<file path="src/rtl/sumador_pipe_if.sv">
// sumador_pipe_if: operation/result bundle for the pipelined add/subtract unit.
//
// Signals (names follow the unit's datasheet):
//   ENB        pipeline enable; 0 freezes every internal register
//   IN_VALID   an operation is present on A/B/Cin/MODO
//   A, B       operands, WIDTH bits
//   Cin        carry-in (add) or borrow-in (subtract)
//   MODO       00 hold, 01 add, 10 subtract, 11 clear
//   Q          result, WIDTH bits
//   RCO        carry-out (add) or borrow-out (subtract)
//   OVF        two's-complement overflow
//   ZERO       Q == 0 for the emitted result
//   OUT_VALID  one-cycle qualifier for Q/RCO/OVF/ZERO
//
// Handshake: valid-only, no ready. An operation is taken on every rising
// clock edge that sees ENB=1 and IN_VALID=1; the unit never pushes back.
// OUT_VALID is high for exactly one cycle per emitted result.
//
// Modports: master drives operations and observes results (the bench or
// an upstream datapath); slave is the arithmetic unit.
interface sumador_pipe_if #(
  parameter int WIDTH = 32
);
  logic             ENB;
  logic             IN_VALID;
  logic [WIDTH-1:0] A;
  logic [WIDTH-1:0] B;
  logic             Cin;
  logic [1:0]       MODO;
  logic [WIDTH-1:0] Q;
  logic             RCO;
  logic             OVF;
  logic             ZERO;
  logic             OUT_VALID;

  modport master (
    output ENB, IN_VALID, A, B, Cin, MODO,
    input  Q, RCO, OVF, ZERO, OUT_VALID
  );

  modport slave (
    input  ENB, IN_VALID, A, B, Cin, MODO,
    output Q, RCO, OVF, ZERO, OUT_VALID
  );
endinterface

</file>
<file path="src/rtl/sumador_pipe.sv">
// sumador_pipe: pipelined add/subtract unit with a carry that ripples
// through registered SLICE-bit stages, one new operation per enabled cycle.
//
// Ports:
//   CLK   rising-edge clock
//   RST   asynchronous, active-high reset
//   bus   sumador_pipe_if.slave (ENB, IN_VALID, A, B, Cin, MODO in;
//         Q, RCO, OVF, ZERO, OUT_VALID out)
//
// Latency: accepted at enabled edge n, emitted at enabled edge n+STAGES.
// Stage k holds the operand bits not yet consumed, shifted down so the
// next slice to add always sits in bits [SLICE-1:0]; computed result slices
// shift in from the top. After STAGES shifts the whole result is aligned,
// which gives both the operand skew and the result deskew for free.
module sumador_pipe #(
  parameter int WIDTH = 32,
  parameter int SLICE = 8
) (
  input  logic          CLK,
  input  logic          RST,
  sumador_pipe_if.slave bus
);

  localparam int STAGES = (WIDTH / SLICE < 1) ? 1 : WIDTH / SLICE;

  typedef enum logic [1:0] {
    MODO_HOLD = 2'b00,
    MODO_ADD  = 2'b01,
    MODO_SUB  = 2'b10,
    MODO_CLR  = 2'b11
  } modo_e;

  typedef struct packed {
    logic             vld;
    modo_e            mode;
    logic             cy;     // carry into the next slice to be added
    logic             a_msb;  // original operand sign bits, for OVF
    logic             b_msb;
    logic [WIDTH-1:0] a_rem;  // unconsumed A bits, next slice at the bottom
    logic [WIDTH-1:0] b_rem;  // unconsumed B bits (already inverted for sub)
    logic [WIDTH-1:0] res;    // finished result slices, filling from the top
  } stage_t;

  // One ripple step: add the bottom slice, shift operands down, shift the
  // new result slice in at the top.
  function automatic stage_t step(input stage_t s);
    stage_t         r;
    logic [SLICE:0] sum;
    sum     = {1'b0, s.a_rem[SLICE-1:0]} + {1'b0, s.b_rem[SLICE-1:0]}
            + (SLICE + 1)'(s.cy);
    r       = s;
    r.cy    = sum[SLICE];
    r.a_rem = s.a_rem >> SLICE;
    r.b_rem = s.b_rem >> SLICE;
    r.res   = (s.res >> SLICE) | (WIDTH'(sum[SLICE-1:0]) << (WIDTH - SLICE));
    return r;
  endfunction

  stage_t           st_q [STAGES];
  stage_t           st_d [STAGES];
  stage_t           entry;
  stage_t           fin;
  logic             is_sub;
  logic             emit;
  logic [WIDTH-1:0] q_q, q_d;
  logic             rco_q, rco_d;
  logic             ovf_q, ovf_d;
  logic             zero_q, zero_d;
  logic             out_valid_q, out_valid_d;

  // Pipeline next-state. Subtract is A + ~B + ~Cin, so the inversion is
  // applied once on entry and every stage is a plain adder.
  always_comb begin
    is_sub      = (bus.MODO == MODO_SUB);
    entry       = '0;
    entry.vld   = bus.IN_VALID;
    entry.mode  = modo_e'(bus.MODO);
    entry.cy    = is_sub ? ~bus.Cin : bus.Cin;
    entry.a_msb = bus.A[WIDTH-1];
    entry.b_msb = bus.B[WIDTH-1];
    entry.a_rem = bus.A;
    entry.b_rem = is_sub ? ~bus.B : bus.B;

    st_d[0] = bus.ENB ? step(entry) : st_q[0];
    for (int k = 1; k < STAGES; k++) begin
      st_d[k] = bus.ENB ? step(st_q[k-1]) : st_q[k];
    end
  end

  // Output stage. Results only move on an enabled edge that emits a
  // non-hold operation; OUT_VALID drops on every other edge, including
  // stalled ones, so each result is flagged once.
  always_comb begin
    fin         = st_q[STAGES-1];
    emit        = bus.ENB && fin.vld && (fin.mode != MODO_HOLD);
    q_d         = q_q;
    rco_d       = rco_q;
    ovf_d       = ovf_q;
    zero_d      = zero_q;
    out_valid_d = emit;
    if (emit) begin
      if (fin.mode == MODO_CLR) begin
        q_d    = '0;
        rco_d  = 1'b0;
        ovf_d  = 1'b0;
        zero_d = 1'b1;
      end else begin
        q_d    = fin.res;
        // Borrow is the inverse of the final carry when subtracting.
        rco_d  = (fin.mode == MODO_SUB) ? ~fin.cy : fin.cy;
        if (fin.mode == MODO_ADD) begin
          ovf_d = (fin.a_msb == fin.b_msb) && (fin.res[WIDTH-1] != fin.a_msb);
        end else begin
          ovf_d = (fin.a_msb != fin.b_msb) && (fin.res[WIDTH-1] != fin.a_msb);
        end
        zero_d = (fin.res == '0);
      end
    end
  end

  always_ff @(posedge CLK or posedge RST) begin
    if (RST) begin
      for (int k = 0; k < STAGES; k++) begin
        st_q[k] <= '0;
      end
      q_q         <= '0;
      rco_q       <= 1'b0;
      ovf_q       <= 1'b0;
      zero_q      <= 1'b0;
      out_valid_q <= 1'b0;
    end else begin
      for (int k = 0; k < STAGES; k++) begin
        st_q[k] <= st_d[k];
      end
      q_q         <= q_d;
      rco_q       <= rco_d;
      ovf_q       <= ovf_d;
      zero_q      <= zero_d;
      out_valid_q <= out_valid_d;
    end
  end

  assign bus.Q         = q_q;
  assign bus.RCO       = rco_q;
  assign bus.OVF       = ovf_q;
  assign bus.ZERO      = zero_q;
  assign bus.OUT_VALID = out_valid_q;

endmodule

</file>
<file path="src/flat_wrapper.sv">
// flat-port wrapper written by rule: the top's interface ports become plain ports
module sumador_pipe_flat 
#(
  parameter int WIDTH = 32,
  parameter int SLICE = 8
)
  (CLK, RST, bus_ENB, bus_IN_VALID, bus_A, bus_B, bus_Cin, bus_MODO, bus_Q, bus_RCO, bus_OVF, bus_ZERO, bus_OUT_VALID);
  sumador_pipe_if #(.WIDTH(WIDTH)) bus_i ();
  input  logic CLK;
  input  logic RST;
  input wire logic [$bits(bus_i.ENB)-1:0] bus_ENB;
  input wire logic [$bits(bus_i.IN_VALID)-1:0] bus_IN_VALID;
  input wire logic [$bits(bus_i.A)-1:0] bus_A;
  input wire logic [$bits(bus_i.B)-1:0] bus_B;
  input wire logic [$bits(bus_i.Cin)-1:0] bus_Cin;
  input wire logic [$bits(bus_i.MODO)-1:0] bus_MODO;
  output wire logic [$bits(bus_i.Q)-1:0] bus_Q;
  output wire logic [$bits(bus_i.RCO)-1:0] bus_RCO;
  output wire logic [$bits(bus_i.OVF)-1:0] bus_OVF;
  output wire logic [$bits(bus_i.ZERO)-1:0] bus_ZERO;
  output wire logic [$bits(bus_i.OUT_VALID)-1:0] bus_OUT_VALID;
  assign bus_i.ENB = bus_ENB;
  assign bus_i.IN_VALID = bus_IN_VALID;
  assign bus_i.A = bus_A;
  assign bus_i.B = bus_B;
  assign bus_i.Cin = bus_Cin;
  assign bus_i.MODO = bus_MODO;
  assign bus_Q = bus_i.Q;
  assign bus_RCO = bus_i.RCO;
  assign bus_OVF = bus_i.OVF;
  assign bus_ZERO = bus_i.ZERO;
  assign bus_OUT_VALID = bus_i.OUT_VALID;
  sumador_pipe #(.WIDTH(WIDTH), .SLICE(SLICE)) u_core (.CLK(CLK), .RST(RST), .bus(bus_i));
endmodule
</file>
<file path="config.mk">
export PLATFORM = sky130hd
export DESIGN_NAME = sumador_pipe_flat
export DESIGN_NICKNAME = d
export VERILOG_FILES = /design/src/rtl/sumador_pipe_if.sv /design/src/rtl/sumador_pipe.sv /design/src/flat_wrapper.sv
export SDC_FILE = /design/constraint.sdc
export NUM_CORES = 1
export LEC_CHECK = 0
export ABC_AREA = 1
export CORE_UTILIZATION = 35
export CTS_CLUSTER_DIAMETER = 40
export CTS_CLUSTER_SIZE = 12
export DETAILED_ROUTE_END_ITERATION = 10
export PLACE_DENSITY = 0.62
export SLEW_MARGIN = 15
export SYNTH_ARGS = -nofsm -noshare
export SYNTH_HDL_FRONTEND = slang
export SYNTH_SLANG_ARGS = --single-unit
</file>
<file path="constraint.sdc">
create_clock -name CLK -period 25.2 [get_ports CLK]
set_input_delay 5.04 -clock CLK [delete_from_list [all_inputs] [get_ports CLK]]
set_output_delay 5.04 -clock CLK [all_outputs]
set_load 0.01 [all_outputs]
</file>
**Word-level counts from Yosys, hierarchy flattened**

Index checks and enable logic that the tools add are counted.

- Input port bits: 71
- Bits in registers: 260

- Reduce and logical (&&, ||, !) cells: 6
- Mux-type cells: 8
- Bitwise gates (word level): 6
- Add/sub/neg operators: 8
- Eq/ne operators: 7

Operators with widths:

| cell | number |
|---|---|
| OR 24 x 32 -> 32 bit | 3 |
| two-way mux 32 bit | 2 |
| adder 8 x 8 -> 9 bit | 4 |
| adder 9 x 1 -> 9 bit | 4 |
| zero test 32 bit | 1 |
| NOT 32 bit | 1 |
| == test 2 bit (second input constant) | 3 |
| two-way mux 1 bit | 6 |
| logical AND 1 bit | 4 |
| == test 2 x 1 -> 1 bit (second input constant) | 1 |
| inequality test 1 bit | 2 |
| NOT 1 bit | 2 |
| nonzero test 2 bit | 1 |
| == test 1 bit | 1 |

**Longest topological paths before layout**

- Depth in word-level cells: 4
- Mapped depth: 16
- Depth with buffers taken out: 14

**Worst setup path after synthesis**

OpenSTA, ideal clock, no wires.

- Kind: input -> register
- Start: input port bus_MODO[1]
- End: register u_core.st_q[336] (netlist bit)
- Data arrival time: 6.904 ns
- Setup time: 0.117 ns
- Stages: 16
- Required time: 25.083 ns
- Path slack: 18.178 ns
- Cells stage by stage: inv_1 or2_2 buf_6 buf_4 xnor2_1 fa_1 inv_1 fa_1 inv_1 nand2_1 nand2_1 nand3_1 nand2_1 nand2_1 nand3_1 nand2_1

- Word-level cells in the longest chain between the ends: 4
- Elaborated cells on any way between the ends: 5
- Classes of those cells: add/sub (2); eq/ne (1); mux (2)

RTL lines:

| element | line | RTL |
|---|---|---|
| start, declared | flat_wrapper.sv:16 | `input wire logic [$bits(bus_i.MODO)-1:0] bus_MODO;` |
| == test 2 bit * | sumador_pipe.sv:74 | `is_sub = (bus.MODO == MODO_SUB);` |
| two-way mux 32 bit | sumador_pipe.sv:82 | `entry.b_rem = is_sub ? ~bus.B : bus.B;` |
| adder 8 x 8 -> 9 bit | sumador_pipe.sv:49 | `sum = {1'b0, s.a_rem[SLICE-1:0]} + {1'b0, s.b_rem[SLICE-1:0]}` |
| adder 9 x 1 -> 9 bit * | sumador_pipe.sv:50 | `+ (SLICE + 1)'(s.cy);` |
| end signal, assigned by index | sumador_pipe.sv:133 | `st_q[k] <= st_d[k];` |
| end, declared | sumador_pipe.sv:59 | `stage_t st_q [STAGES];` |

Every way passes the cells marked *; elsewhere a longest branch is shown, timed or not.
A chain may end at the register's enable or synchronous reset.

**Worst setup path after layout**

Ends and elaborated chain as after synthesis.

==> flow_metrics.env <==
export IMPL_finalCritPeriodShare_pct=29.2
export IMPL_layout_setup_ws_ps=17840
export IMPL_worst_pin_slew_ps=957
export IMPL_first_pass_iters=4
export IMPL_yosysWarnings=0
export IMPL_yosysMostFrequentCell="nand2_1"
export IMPL_syn_num_nets=1314
export IMPL_clkSlewWorstSetupHoldPaths_ps=60
export IMPL_drive_above_1_share_pct=5.16
export IMPL_synth_edf_count=0
export IMPL_start_util_pct=36.1
export IMPL_postLayoutCoreUtil_pct=44.2
export IMPL_io_pins=107
export IMPL_fin_area_um2=12800
export IMPL_grt_pass1_wl_mm=36.6
export IMPL_worst_r2r_path_depth=10
export IMPL_period_minus_slack_ps=7360
export IMPL_fin_cells=1701
export IMPL_postSynthAreaPerCell_um2=8.67
export IMPL_max_cap_violations=0
export IMPL_core_um2=29000
export IMPL_whs_ps=467
export IMPL_setup_viol=0
export IMPL_synth_top_area_share_pct=55.7
export IMPL_gp_congestion=0.783
export IMPL_r2r_start="u_core.st_q[338]"
export IMPL_place_ws_ps=17300
export IMPL_multi_input_area_um2=3940
export IMPL_crit_buf_inv=4
export IMPL_status="completed"
export IMPL_ant_nets=0
export IMPL_ctsHoldBuffers=0
export IMPL_cts_sinks=233
export IMPL_io_buffer_count=106
export IMPL_cts_setup_buffers=0
export IMPL_cts_root_buf="clkbuf_16"
export IMPL_hold_path_class="register to register"
export IMPL_clk_path_buf_depth=3
export IMPL_dr_first_iter_drc_count=455
export IMPL_worstPathCellList="clkdlybuf4s50_1, inv_1, or2_2, xnor2_1, fa_1, inv_1, fa_1, inv_1, nand2_1, nand2_1, nand3_1, nand2_1, nand2_1, nand3_1, nand2_1"
export IMPL_critPathLaunchType="primary input"
export IMPL_antenna_found_initial=0
export IMPL_worstPathMaxFanout=34
export IMPL_seqCellArea_um2=5830
export IMPL_grt_use_total_pct=14.4
export IMPL_path_common_cell="nand2_1"
export IMPL_syn_inst=1207
export IMPL_cts_tree="yes"
export IMPL_synth_commonest_cells="442 x nand2_1, 233 x dfrtp_1, 136 x o21ai_0"
export IMPL_die_x_um=175
export IMPL_die_area_um2=30600
export IMPL_slew_viol_final=0
export IMPL_final_net_count=1404
export IMPL_synthDistinctLibCells=26
export IMPL_rsz0062_at_grt="false"
export IMPL_p_per_area_nw_per_um2=91.8
export IMPL_via_per_inst=4.41
export IMPL_dp_cells=1649
export IMPL_ir_drop_mv=0.0345
export IMPL_worstPathArrival_ps=7780
export IMPL_relSlewSlack_pct=36.2
export IMPL_wirelength_mm=21.1
export IMPL_synth_flop_cell="dfrtp_1"
export IMPL_hold_path_depth=2
export IMPL_syn_to_final_growth_pct=22.6
export IMPL_worst_path_largest_cell_delay_ps=610
export IMPL_setup_tns_ps=0
export IMPL_hold_path_startpoint="u_core.st_q[232]"
export IMPL_p_leak_nw=6.29
export IMPL_cts_htree_levels=1
export IMPL_cp_depth=15
export IMPL_dp_hpwl_mm=14.4
export IMPL_cts_resized_gates=0
export IMPL_die_h_um=175
export IMPL_grt_overflow=0
export IMPL_r2r_slack_ps=23340
export IMPL_synth_area_top_cells="dfrtp_1 56%, nand2_1 16%, o21ai_0 6.5%"
export IMPL_first_global_vias=7451
export IMPL_totalPowerFinal_mw=1.18
export IMPL_yosysSeqAreaShare_pct=55.7
export IMPL_criticalPathCategory="primary input to register"
export IMPL_worstPathRequired_ps=25620
export IMPL_synth_area_um2=10500
export IMPL_hold_viol=0
export IMPL_diodes=0
export IMPL_post_drt_wl_per_cell_um=12.4
export IMPL_worst_r2r_endpoint="u_core.st_q[302]"
export IMPL_num_rows=62
export IMPL_synth_largest_area_cell="dfrtp_1"
export IMPL_finClkSkew_ps=12.0
export IMPL_path_delay_family="simple AND/OR/NAND/NOR gates"
export IMPL_clk_latency_ps=540
export IMPL_fmax_ghz=0.136
export IMPL_synthArstFlopShare_pct=100
export IMPL_grt_max_degree=108
export IMPL_ys_ff_latch=233
export IMPL_cts_made_buffers=30
export IMPL_crit_slowest_cell="or2_2"
export IMPL_worst_setup_path_end_kind="register"
export IMPL_num_vias=7502
export IMPL_worst_hold_path_endpoint="u_core.st_q[122]"
export IMPL_placed_area_um2=11800
export IMPL_n_fill_cell=2907
export IMPL_drc=0
-- cell type report --
class,instances,share of cell area (%)
clock buffers,38,6.49
clock inverters,14,1.61
inverters,115,3.44
multi-input cells,806,30.7
flip-flops and latches,233,45.4
well taps,384,3.75
repair buffers,111,8.57
-- worst min-delay path: stages (launching register included) --
cell,delay (ps)
dfrtp_1,340
nand2_1,50
nand2_1,50
-- worst max path at each step --
stage                     slack, ps                    to         from
after floorplan               13770  u_core.bus.OUT_VALID          RST
after CTS                     17870      u_core.st_q[336]  bus_MODO[1]
after global routing          17590      u_core.st_q[228]          RST
final                         17840      u_core.st_q[336]  bus_MODO[1]
after detailed placement      17300      u_core.st_q[336]  bus_MODO[1]
after global placement        17350      u_core.st_q[336]  bus_MODO[1]
-- per-layer routing --
layer  GRT usage, %  part of all wire, %  wire [µm]  up-vias
met2           20.7                   41       8580      141
met5              0                    0          0        -
met1           22.3                   54      11400     3373
met3           2.13                  3.9        829       23
met4           3.77                  1.4        297        0
li1               -                    -          -     3965
-- report_power, final --
part | internal, mW | total, mW | switching [mW]
Clock | 0.275 | 0.435 | 0.159
Sequential | 0.453 | 0.495 | 0.0425
Combinational | 0.115 | 0.248 | 0.132
-- sequential cells by signal, summed over array words and instances, names as in the netlist --
signal                count
u_core.bus.OUT_VALID      1
u_core.bus.OVF            1
u_core.bus.Q             32
u_core.bus.RCO            1
u_core.bus.ZERO           1
u_core.fin               38
u_core.st_q             159
-- layout by cell type (no fill, tap or decap), types with 9 or more instances in the layout --
| master | synthesis | final |
|---|---|---|
| nand3_1 | 33 | 33 |
| xor2_1 | 25 | 25 |
| dfrtp_1 | 233 | 233 |
| nor2_1 | 50 | 50 |
| clkbuf_16 | 0 | 31 |
| a21oi_1 | 17 | 17 |
| o21ai_1 | 29 | 29 |
| clkdlybuf4s50_1 | 0 | 105 |
| nand2_1 | 442 | 442 |
| xnor2_1 | 9 | 9 |
| inv_1 | 113 | 112 |
| ha_1 | 28 | 28 |
| or2_2 | 9 | 9 |
| o21ai_0 | 136 | 136 |
-- cell families after synthesis --
family                     after synthesis  synth area share [%]
AOI/OAI and AO/OA                      189                  9.17
adders and majority gates               36                  4.88
xor gates and xnor gates                34                  2.85
and+or+nand+nor                        547                  20.7
DFF                                    233                  55.7
buffers and inverters                  168                  6.61
Power figures use the tool's default switching activity.
